<file path="src/rtl/mem_arb_pkg.sv">
// Shared constants and types for the two-port memory arbiter.
// Holds the default data/address width and the arbiter FSM state encoding.
package mem_arb_pkg;

    localparam int DEFAULT_WIDTH = 16;

    localparam logic [2:0] ST_IDLE     = 3'd0;
    localparam logic [2:0] ST_ACCESS_A = 3'd1;
    localparam logic [2:0] ST_ACCESS_B = 3'd2;
    localparam logic [2:0] ST_RESP_A   = 3'd3;
    localparam logic [2:0] ST_RESP_B   = 3'd4;

    typedef enum logic [2:0] {
        IDLE     = ST_IDLE,
        ACCESS_A = ST_ACCESS_A,
        ACCESS_B = ST_ACCESS_B,
        RESP_A   = ST_RESP_A,
        RESP_B   = ST_RESP_B
    } arb_state_e;

    typedef enum logic {
        PORT_A = 1'b0,
        PORT_B = 1'b1
    } port_e;

endpackage

</file>
<file path="src/rtl/mem_arbiter.sv">
// Round-robin arbiter sharing one synchronous single-port RAM between a CPU
// port (a_) and a secondary port (b_). Writes take 2 cycles, reads 3.
module mem_arbiter
    import mem_arb_pkg::*;
#(
    parameter int WIDTH = DEFAULT_WIDTH
) (
    input  logic             clk,
    input  logic             reset,

    input  logic             a_req,
    input  logic             a_we,
    input  logic [WIDTH-1:0] a_addr,
    input  logic [WIDTH-1:0] a_wdata,
    output logic             a_gnt,
    output logic [WIDTH-1:0] a_rdata,
    output logic             a_rvalid,

    input  logic             b_req,
    input  logic             b_we,
    input  logic [WIDTH-1:0] b_addr,
    input  logic [WIDTH-1:0] b_wdata,
    output logic             b_gnt,
    output logic [WIDTH-1:0] b_rdata,
    output logic             b_rvalid,

    output logic [WIDTH-1:0] mem_addr,
    output logic             mem_we,
    output logic [WIDTH-1:0] mem_wdata,
    input  logic [WIDTH-1:0] mem_rdata,

    output logic [2:0]       o_dbg_state
);

    // Handshake: a requester raises req with we/addr/wdata and holds them stable
    // until it sees its gnt pulse; requests are only sampled in IDLE, so a req
    // dropped before gnt is simply forgotten. Read data arrives later as a
    // one-cycle rvalid pulse with rdata, which then holds until the next read.

    arb_state_e       r_state;
    arb_state_e       w_next_state;
    port_e            r_last_served;
    logic             w_grant_a;
    logic             w_grant_b;

    logic             r_we;
    logic [WIDTH-1:0] r_addr;
    logic [WIDTH-1:0] r_wdata;
    logic [WIDTH-1:0] r_a_rdata;
    logic [WIDTH-1:0] r_b_rdata;
    logic             r_a_rvalid;
    logic             r_b_rvalid;

    always_ff @(posedge clk or posedge reset) begin
        if (reset) begin
            r_state <= IDLE;
        end else begin
            r_state <= w_next_state;
        end
    end

    // On a tie the port that was not served last wins.
    always_comb begin
        w_next_state = r_state;
        w_grant_a    = 1'b0;
        w_grant_b    = 1'b0;
        unique case (r_state)
            IDLE: begin
                if (a_req && (!b_req || (r_last_served == PORT_B))) begin
                    w_grant_a    = 1'b1;
                    w_next_state = ACCESS_A;
                end else if (b_req) begin
                    w_grant_b    = 1'b1;
                    w_next_state = ACCESS_B;
                end
            end
            ACCESS_A: w_next_state = r_we ? IDLE : RESP_A;
            ACCESS_B: w_next_state = r_we ? IDLE : RESP_B;
            RESP_A:   w_next_state = IDLE;
            RESP_B:   w_next_state = IDLE;
            default:  w_next_state = IDLE;
        endcase
    end

    always_ff @(posedge clk or posedge reset) begin
        if (reset) begin
            r_last_served <= PORT_B;
            r_we          <= 1'b0;
            r_addr        <= '0;
            r_wdata       <= '0;
        end else if (w_grant_a) begin
            r_last_served <= PORT_A;
            r_we          <= a_we;
            r_addr        <= a_addr;
            r_wdata       <= a_wdata;
        end else if (w_grant_b) begin
            r_last_served <= PORT_B;
            r_we          <= b_we;
            r_addr        <= b_addr;
            r_wdata       <= b_wdata;
        end
    end

    // The RAM output is valid during RESP_x; capture it and publish next cycle.
    always_ff @(posedge clk or posedge reset) begin
        if (reset) begin
            r_a_rdata  <= '0;
            r_b_rdata  <= '0;
            r_a_rvalid <= 1'b0;
            r_b_rvalid <= 1'b0;
        end else begin
            r_a_rvalid <= (r_state == RESP_A);
            r_b_rvalid <= (r_state == RESP_B);
            if (r_state == RESP_A) begin
                r_a_rdata <= mem_rdata;
            end
            if (r_state == RESP_B) begin
                r_b_rdata <= mem_rdata;
            end
        end
    end

    // mem_we is decoded from the async-reset state, so it falls as soon as reset rises.
    assign a_gnt       = (r_state == ACCESS_A);
    assign b_gnt       = (r_state == ACCESS_B);
    assign mem_we      = ((r_state == ACCESS_A) || (r_state == ACCESS_B)) && r_we;
    assign mem_addr    = r_addr;
    assign mem_wdata   = r_wdata;
    assign a_rdata     = r_a_rdata;
    assign b_rdata     = r_b_rdata;
    assign a_rvalid    = r_a_rvalid;
    assign b_rvalid    = r_b_rvalid;
    assign o_dbg_state = r_state;

endmodule

</file>
<file path="config.mk">
export PLATFORM = sky130hd
export DESIGN_NAME = mem_arbiter
export DESIGN_NICKNAME = d
export VERILOG_FILES = /design/src/rtl/mem_arb_pkg.sv /design/src/rtl/mem_arbiter.sv
export SDC_FILE = /design/constraint.sdc
export NUM_CORES = 1
export LEC_CHECK = 0
export ABC_AREA = 0
export BUFFER_PORTS_ARGS = -buffer_cell sky130_fd_sc_hd__buf_4
export CAP_MARGIN = 20
export CORE_UTILIZATION = 48
export CTS_BUF_LIST = sky130_fd_sc_hd__clkbuf_2
export DETAILED_ROUTE_END_ITERATION = 8
export HOLD_SLACK_MARGIN = 0.12
export PLACE_DENSITY = 0.81
export SLEW_MARGIN = 10
export SYNTH_ARGS = -nofsm -noshare
export SYNTH_HDL_FRONTEND = slang
export SYNTH_SLANG_ARGS = --single-unit
export TNS_END_PERCENT = 100
</file>
<file path="constraint.sdc">
create_clock -name clk -period 3 [get_ports clk]
set_input_delay 0.6 -clock clk [delete_from_list [all_inputs] [get_ports clk]]
set_output_delay 0.6 -clock clk [all_outputs]
set_load 0.05 [all_outputs]
</file>
# Word-level counts from Yosys, hierarchy flattened
# Cells that the tools add are included.
# word_totals
out_inout_bits	72
word_cells	39
inputBits	86
regBits	71
# classes
reduce_logical	7
n_eq_ne	5
n_mux	18
# ops
cell	n
two-way mux 16 bit	4
two-way mux 1 bit	9
two-way mux 3 bit	3
one-hot mux 3 bit (3 select lines)	1
== test 3 x 2 -> 1 bit, second input constant	2
== test 3 x 1 -> 1 bit, second input constant	1
== test 3 bit, second input constant	1
zero test 3 bit	1
inequality test 3 bit, second input constant	1
logical AND 1 bit	2
logical OR 1 bit	2
two-way mux 2 bit	1
nonzero test 2 bit	1
zero test 1 bit	1

# Longest topological paths before layout
# Gate-level depths: netlist of run 1.
# depth
word_depth	7
mapped_depth	6
ltp_nobuf	4

# Worst setup path before layout of run 1
# Ideal clock, no wire load.
# synth_path
kind	register to output
start	reg r_state[1] (netlist: o_dbg_state[1])
end	out mem_we
path_stages_with_launch	4
setup_slack_ps	-249
arrival_ps	2649
n_path_buf	1
required_time_ps	2400
cell_sequence	dfrtp_1 > buf_6 > nor3b_1 > o21a_1
# synth_via
elab_chain_len	3
elab_cells_between_ends	4
cone_classes	eq/ne: 2; reduce/logical: 2
# synth_rtl
element	line_no	text
from (decl)	mem_arbiter.sv:40	arb_state_e r_state;
from (signal assigned)	mem_arbiter.sv:58	r_state <= w_next_state;
== test 3 x 2 -> 1 bit	-	
net b_gnt	mem_arbiter.sv:23	output logic b_gnt,
logical OR 1 bit	mem_arbiter.sv:126	assign mem_we = ((r_state == ACCESS_A) || (r_state == ACCESS_B)) && r_we;
logical AND 1 bit	mem_arbiter.sv:126	
to (decl)	mem_arbiter.sv:28	output logic mem_we,
# The timed path passes the listed nets, and every way through them passes these cells.

# Worst setup path in the final report of run 1
# layout_path
start	reg r_state[1] (netlist: o_dbg_state[1])
end	out mem_we
# layout_via
elab_chain_len	3
elab_cells_between_ends	4
cone_classes	eq/ne: 2; reduce/logical: 2
# layout_rtl
element	line_no
== test 3 x 1 -> 1 bit / == test 3 x 2 -> 1 bit (equally long branches)	mem_arbiter.sv:126
logical OR 1 bit *	mem_arbiter.sv:126
logical AND 1 bit *	mem_arbiter.sv:126
# Mark *: on every way between the ends. The rest lies on a longest branch, timed or not.

==> results of run 1 <==
critical path, stage by stage, from the launching register on:
cell	delay, ps
dfrtp_1	580
nor3b_2	290
o21a_1	160
buf_4	190
area by class of cell:
cell class	instances	area [um2]
clock buffer	9	45.0
multi-input combinational	183	1310
clock inverter	7	96.3
sequential	71	1780
timing repair buffer	169	1280
fill	531	2130
tap	80	100
inverter	4	15.0
power by group through the flow:
stage / sequential, mW / clock [mW] / combinational [mW]
2_1_floorplan: 3.26 / 0 / 1.30
3_3_place_gp: 1.72 / 0 / 3.75
3_5_place_dp: 1.74 / 0 / 3.81
4_1_cts: 1.72 / 0.642 / 3.82
5_1_grt: 1.77 / 0.683 / 4.04
6_report: 1.71 / 0.623 / 3.85
state kept, by name, indices dropped and copies added (netlist names):
| name | count |
|---|---|
| a_rdata | 16 |
| a_rvalid | 1 |
| b_rdata | 16 |
| b_rvalid | 1 |
| mem_addr | 16 |
| mem_wdata | 16 |
| o_dbg_state | 3 |
| r_last_served | 1 |
| r_we | 1 |
logic make-up after synthesis:
family                 after synthesis  share of synthesized area
AO/OA/AOI/OAI                      106                      0.204
buffers and inverters               36                     0.0772
flip-flops                          71                      0.532
multiplexers                        32                      0.108
AND/OR/NAND/NOR                     45                     0.0783
through the flow:
step	setup slack (ps)	util	hold WS (ps)	instance area, um2
2_1_floorplan	327	-	461	3340
3_3_place_gp	999	0.660	469	4460
3_5_place_dp	946	0.660	481	4460
4_1_cts	672	0.683	291	4610
5_1_grt	580	0.685	277	4630
6_report	719	0.685	336	4630
routing by layer:
layer | track usage | vias up | wire [um]
li1 | - | 1391 | -
met1 | 0.313 | 1473 | 3650
met2 | 0.412 | 129 | 4380
met3 | 0.0593 | 12 | 623
met4 | 0.0818 | 0 | 102
met5 | 0 | - | 0
final timing paths:
check                          startpoint        endpoint  cells past startpoint
setup / recovery           o_dbg_state[1]          mem_we                      3
hold / removal               mem_rdata[0]      b_rdata[0]                      2
setup reg to reg           o_dbg_state[0]    mem_wdata[6]                      3
hold reg to reg             r_last_served   r_last_served                      2
max in group asynchronous           reset      a_rdata[5]                      4
min in group asynchronous           reset  o_dbg_state[2]                      3
layout by cell type (no fill, tap or decap), drive strengths merged:
cell type / n
nor3b: 2
a211oi: 1
mux2: 32
clkinv: 5
bufinv: 2
dlygate4sd3: 1
nand2: 1
o32ai: 1
nand3b: 1
nor2: 2
o31ai: 33
o21ai: 36
dfstp: 1
buf: 168
a31oi: 33
clkbuf: 9
dfrtp: 70
nor2b: 3
inv: 4
nor3: 34
or3: 1
o21a: 2
nand2b: 1
==> flow_metrics.tcl, run 1 <==
set metrics [dict create \
    hold_path.class "in2reg" \
    die_width_um 85.4 \
    clock_latency_ps 480 \
    p_leak_nw 2.16 \
    h-tree-depth 3 \
    status "completed" \
    max_freq_ghz 0.438 \
    cts_tree "yes" \
    ys_seq_area_frac 0.532 \
    tightest_slew_ps 877 \
    p_switching_mw 3.25 \
    portBuffers 157 \
    syn_inst 290 \
    syn_area_per_cell_um2 11.5 \
    crit_path_end_kind "output port" \
    grt_pass1_wl_mm 14.0 \
    synthesis.nets 376 \
    drive_gt1_frac 0.490 \
    slew_viol_final 0 \
    syn_area_um2 3340 \
    combinationalPowerShare 0.622 \
    area_growth_pct 38.6 \
    crit_type "reg2out" \
    cp.arrival_ps 1680 \
    sequentialPowerShare 0.277 \
    ctsHoldBuffers 1 \
    final_cells 523 \
    finalCriticalPeriod_ps 2280 \
    synth_cell_type_count 30 \
    setup_viol 0 \
    die-area_um2 7290 \
    worstPathRequired_ps 2400 \
    drc 0 \
    ir_worst_vdd_v 0.000610 \
    wirelength_mm 8.75 \
    yosys-top-cells-count "70 x dfrtp_1, 33 x a31oi_1, 33 x nor3_1, 32 x o31ai_1, 30 x o21ai_1" \
    routed-via-count 3005 \
    routedWlPerCell_um 16.7 \
    swShare 0.526 \
    ys.flop_type "dfrtp_1" \
    min_period_over_period 0.760 \
    drt_iter0_drc 95 \
    ys_ff_latch 71 \
    power_density_nw_per_um2 1340 \
    p_clk_frac 0.101 \
    cts_setup_buffers 0 \
    yosys.area.top_type "dfrtp_1" \
    io_pins 158 \
    clk_pin_slew_ps 210 \
    cts_root_buf "clkbuf_2" \
    cts_buffers 9 \
    synth_edf_count 0 \
    max_cap_viol_count 0 \
    core_area_um2 6760 \
    clock-skew-final_ps 17.1 \
    power_mw 6.19 \
    diodes 0 \
    setup_tns_ps 0 \
    start_util 0.494 \
    antenna_found_initial 0 \
    grt_usage 0.245 \
    internal_power_mw 2.93 \
    dp_hpwl_mm 6.30 \
    grt_max_degree 38 \
    cts-resized-gates 0 \
    yosysWarnings 0 \
    r2r_setup_slack_ps 1000 \
    post_synth_main_area_contributors "dfrtp_1 52%, mux2_2 7.8%, o31ai_1 7.2%, a31oi_1 6.2%, nor3_1 4.9%" \
    rows 30 \
    yosysTopAreaCellShare 0.525 \
    grt_pass1_vias 2930 \
    synthArstFlopShare 1.00 \
    drt_pass1_iterations 6 \
    synth_most_common_cell "dfrtp_1" \
    grt_overflow 0 \
    numClockSinks 71 \
    relSlewSlack 0.415 \
    die_y_um 85.4 \
    gp_congestion 0.749 \
    postRouteAntennaNets 0 \
    path_max_fanout 7 \
    dp.cells 505 \
    rsz0062_at_grt "no" \
    via_per_inst 5.75 \
    hold_violations 0 \
    critPathLaunchType "register" \
    clk_path_buf_depth 2 \
    layout.nets 524 \
]
Note: power is estimated with default switching activity, not from simulation.
==> run 2, diff against run 1 <==
==> constraint.sdc (replaced) <==
create_clock -name clk -period 2.22 [get_ports clk]
set_input_delay 0.444 -clock clk [delete_from_list [all_inputs] [get_ports clk]]
set_output_delay 0.444 -clock clk [all_outputs]
set_load 0.05 [all_outputs]
==> run 2 against run 1 <==
Net effect:
- critical path depth increased by 2
- sequential share of layout area is 0.060 points higher
- setup slack got worse by 590 ps
- largest power group unchanged
- clock power is 7.2% lower
- sequential cell count did not move
- sequential power grew 36%
- hold slack got worse by 160 ps
- clock skew up 0.74 ps
- first-iteration DRC count grew 44%
- final cell count grew 0.96%
==> flow_metrics.tcl, run 2 (synthesis gave the netlist of run 1 again) <==
set metrics [dict create \
    status "completed" \
    timing.rr.start "o_dbg_state[1]" \
    crit_type "reg2out" \
    grt_max_degree 42 \
    tightest_slew_ps 877 \
    final_area_um2 4630 \
    clk_path_buf_depth 2 \
    rows 30 \
    final_cell_mix "173 x buf_4, 67 x dfrtp_1, 33 x a31oi_1, 33 x nor3_1, 32 x o31ai_1" \
    layout.nets 530 \
    worstPathRequired_ps 1780 \
    drc 0 \
    area_growth_pct 38.6 \
    min_period_over_period 0.944 \
    ir_worst_vdd_v 0.000740 \
    clock_latency_ps 470 \
    drive_gt1_frac 0.502 \
    crit_path_end_kind "output port" \
    via_per_inst 5.75 \
    drt_pass1_iterations 4 \
    setup_viol 0 \
    setup_slack_ps 125 \
    cp_slowest_cell "dfrtp_2" \
    grt_usage 0.252 \
    die_width_um 85.4 \
    cts_root_buf "clkbuf_2" \
    max_cap_viol_count 0 \
    hold_violations 0 \
    max_freq_ghz 0.477 \
    dpl_cell_area_um2 4520 \
    critPathLaunchType "register" \
    relSlewSlack 0.413 \
    post-place-ws_ps 401 \
    die-area_um2 7290 \
    slew_viol_final 0 \
    power_density_nw_per_um2 1760 \
    cts_tree "yes" \
    cts_buffers 9 \
    cp.arrival_ps 1650 \
    grt_pass1_wl_mm 14.3 \
    worstHoldStart "mem_rdata[13]" \
    diodes 0 \
    path_max_fanout 7 \
    die_y_um 85.4 \
    fillCellCount 549 \
    clk_pin_slew_ps 180 \
    crit_path_cell_trace "nor2_1, nand2_1, inv_1, o21a_2, buf_4" \
    h-tree-depth 3 \
    r2r_setup_slack_ps 340 \
    numClockSinks 71 \
    clock-skew-final_ps 17.9 \
    startpoint "o_dbg_state[2]" \
    start_util 0.494 \
    setup_tns_ps 0 \
    routed-via-count 3037 \
    p_leak_nw 2.15 \
    wirelength_mm 8.90 \
    grt_overflow 0 \
    antenna_found_initial 0 \
    layout_commonest_cell "buf_4" \
    routedWlPerCell_um 16.9 \
    slowest_delay_ps 510 \
    power_mw 8.15 \
    io_pins 158 \
    finalCriticalPeriod_ps 2090 \
    drt_iter0_drc 137 \
    grt_pass1_vias 2925 \
    dp_hpwl_mm 6.29 \
    gp_congestion 0.797 \
    postRouteAntennaNets 0 \
    portBuffers 157 \
    hold_path.class "in2reg" \
    core_area_um2 6760 \
]
-- run 2: changes by cell type in the layout (fill, tap and decap cells not counted), sizes merged --
cell,change
clkinvlp,+3
clkinv,-2
inv,-2
buf,+6
bufinv,-2
clkbuf,+2
-- run 2: routing by layer --
metal	part of all wire	GRT usage
met5	0	0
met3	0.084	0.0525
met4	0.016	0.0970
met2	0.50	0.414
met1	0.40	0.329
-- run 2: final cells by class --
class	count	area [um2]	area share
sequential	71	1780	0.385
multi-input combinational	183	1320	0.285
tap	80	100	0.0216
clock buffer	11	55.1	0.0119
timing repair buffer	175	1330	0.287
clock inverter	4	23.8	0.00514
inverter	4	18.8	0.00405
-- run 2: repair_timing --
action | in CTS | in global routing
hold endpoints to repair | 14 | 0
setup buffers | 0 | 2
gates resized for setup | 0 | 3
hold buffers | 1 | 0
setup endpoints to repair | 0 | 1
-- run 2: per-stage QoR --
step / utilization / cells / hold WS [ps]
after detailed placement: 0.669 / 510 / 452
after global placement: 0.669 / 510 / 447
after global routing: 0.685 / 528 / 121
after CTS: 0.682 / 526 / 140
after floorplan: - / 290 / 461
final: 0.685 / 528 / 178
-- run 2: final timing paths --
kind                                       to  cells after the start
worst max register to register   mem_wdata[6]                      4
worst min-delay path              b_rdata[13]                      2
worst max-delay path                   mem_we                      5
max in group asynchronous       r_last_served                      4
min in group asynchronous         a_rdata[10]                      3
worst min register to register    b_rdata[13]                      1
-- run 2: worst max-delay path: cells and delay by family, from the launching register on --
kind                   cells  cell delay, ps
AOI/OAI and AO/OA          1             120
DFF                        1             510
and+or+nand+nor            2             260
buffers and inverters      2             280
-- run 2: power breakdown --
group,total [mW],switching (mW),leakage [nW],internal (mW)
clock network,0.578,0.433,0.0515,0.145
logic,5.25,3.55,1.24,1.70
registers,2.32,0.385,0.858,1.94
total,8.15,4.37,2.15,3.78
==> run 3, diff against run 2 <==
--- a/config.mk
+++ b/config.mk
@@ -7,12 +7,10 @@
 export LEC_CHECK = 0
 export ABC_AREA = 0
 export BUFFER_PORTS_ARGS = -buffer_cell sky130_fd_sc_hd__buf_4
-export CAP_MARGIN = 20
-export CORE_UTILIZATION = 48
-export CTS_BUF_LIST = sky130_fd_sc_hd__clkbuf_2
+export CORE_UTILIZATION = 46
 export DETAILED_ROUTE_END_ITERATION = 8
 export HOLD_SLACK_MARGIN = 0.12
-export PLACE_DENSITY = 0.81
+export PLACE_DENSITY = 0.78
 export SLEW_MARGIN = 10
 export SYNTH_ARGS = -nofsm -noshare
 export SYNTH_HDL_FRONTEND = slang
==> constraint.sdc (replaced) <==
create_clock -name clk -period 2.1 [get_ports clk]
set_input_delay 0.42 -clock clk [delete_from_list [all_inputs] [get_ports clk]]
set_output_delay 0.42 -clock clk [all_outputs]
set_load 0.05 [all_outputs]
==> run 3 against run 2 <==
Net effect:
- clock skew decreased by 10 ps
- global-route usage decreased by 1.3 points
- die area increased by 4.2%
- final cell count increased by 2.5%
- wire length decreased by 0.21%
- highest routed layer unchanged
==> flow_metrics.tcl, run 3 (synthesis gave the netlist of run 1 again) <==
set metrics [dict create \
    antenna_found_initial 0 \
    crit_path_end_kind "output port" \
    numClockSinks 71 \
    gp_congestion 0.779 \
    cts-resized-gates 0 \
    ir_worst_vdd_v 0.00108 \
    power_density_nw_per_um2 1890 \
    path_max_fanout 7 \
    max_freq_ghz 0.511 \
    clock-skew-final_ps 7.60 \
    r2r_end "mem_addr[14]" \
    hold_path.class "in2async" \
    cp.arrival_ps 1540 \
    startpoint "o_dbg_state[1]" \
    io_pins 158 \
    clk_path_buf_depth 2 \
    grt_pass1_wl_mm 14.0 \
    final_cell_mix "170 x buf_4, 70 x dfrtp_1, 33 x a31oi_1, 33 x nor3_1, 32 x o31ai_1" \
    wirelength_mm 8.88 \
    cp-endpoint "mem_we" \
    finalCriticalPeriod_ps 1960 \
    grt_pass1_vias 2998 \
    max_cap_viol_count 0 \
    p_leak_nw 2.18 \
    clock_latency_ps 330 \
    area_growth_pct 41.3 \
    setup_viol 0 \
    worstPathRequired_ps 1680 \
    rsz0062_at_grt "no" \
    cts_root_buf "clkbuf_8" \
    h-tree-depth 3 \
    core_area_um2 6910 \
    die_width_um 87.2 \
    clk_pin_slew_ps 70 \
    routed-via-count 3035 \
    rows 30 \
    status "completed" \
    portBuffers 157 \
    via_per_inst 5.61 \
    post-place-ws_ps 305 \
    drt_pass1_iterations 4 \
    grt_usage 0.239 \
    crit_type "reg2out" \
    critPathLaunchType "register" \
    min_period_over_period 0.931 \
    drive_gt1_frac 0.497 \
    ctsHoldBuffers 0 \
    slew_viol_final 0 \
    r2r_setup_slack_ps 280 \
    tightest_slew_ps 869 \
    dp_hpwl_mm 6.43 \
    start_util 0.484 \
    grt_max_degree 45 \
    finish.utilization 0.683 \
    hold_violations 0 \
    setup_slack_ps 144 \
    postRouteAntennaNets 0 \
    cts_buffers 9 \
    cts_tree "yes" \
    relSlewSlack 0.418 \
    layout_commonest_cell "buf_4" \
    dpl_cell_area_um2 4550 \
    diodes 0 \
    cts_setup_buffers 0 \
    drt_iter0_drc 103 \
    drc 0 \
    die_y_um 87.2 \
    routedWlPerCell_um 16.4 \
    r2r_cells 4 \
    die-area_um2 7600 \
    final_area_um2 4720 \
    grt_overflow 0 \
    timing.rr.start "o_dbg_state[0]" \
    layout.nets 527 \
]
-- run 3: changes by cell type in the layout (fill, tap and decap cells not counted), sizes merged --
cell	delta
buf	-2
clkbuf	-2
clkinv	+2
dlygate4sd3	-1
-- run 3: worst min-delay path by stage --
stage | startpoint | end | depth (start not counted)
after detailed placement | b_rdata[7] | b_rdata[7] | 1
final | reset | a_rdata[12] | 3
after floorplan | r_we | o_dbg_state[2] | 1
after global placement | b_rdata[6] | b_rdata[6] | 1
after global routing | reset | b_rdata[5] | 3
after CTS | reset | a_rdata[10] | 3
-- run 3: critical path: stages (launching register included) --
cell     delay, ps
dfrtp_1        540
nor2_1         120
nand2_1        110
inv_1           60
o21a_2         190
buf_4          180
-- run 3: stage by stage --
stage               instances  power (mW)  hold WS, ps  TNS [ps]
finish                    541        8.91          144         0
global route              541        9.36          164         0
CTS                       541        8.95          144         0
detailed placement        526        8.04          476         0
global placement          526        7.93          469         0
floorplan                 290        6.53          461     -74.8
-- run 3: final cells by class --
class | count | area, um2
fill | 577 | 2190
sequential | 71 | 1780
multi-input combinational | 183 | 1320
timing repair buffer | 172 | 1320
clock buffer | 9 | 124
tap | 96 | 120
clock inverter | 6 | 38.8
inverter | 4 | 18.8
-- run 3: layer usage --
metal	track usage	share of wire	routed length, um
met3	0.0512	0.066	585
met5	0	0	0
met2	0.402	0.50	4430
met4	0.0999	0.017	155
met1	0.300	0.42	3720
-- run 3: power breakdown --
group / internal [mW] / switching, mW / total (mW) / leakage (nW)
Sequential: 2.05 / 0.430 / 2.48 / 0.862
Clock: 0.417 / 0.492 / 0.909 / 0.0809
Combinational: 1.78 / 3.74 / 5.52 / 1.23
Total: 4.25 / 4.66 / 8.91 / 2.18
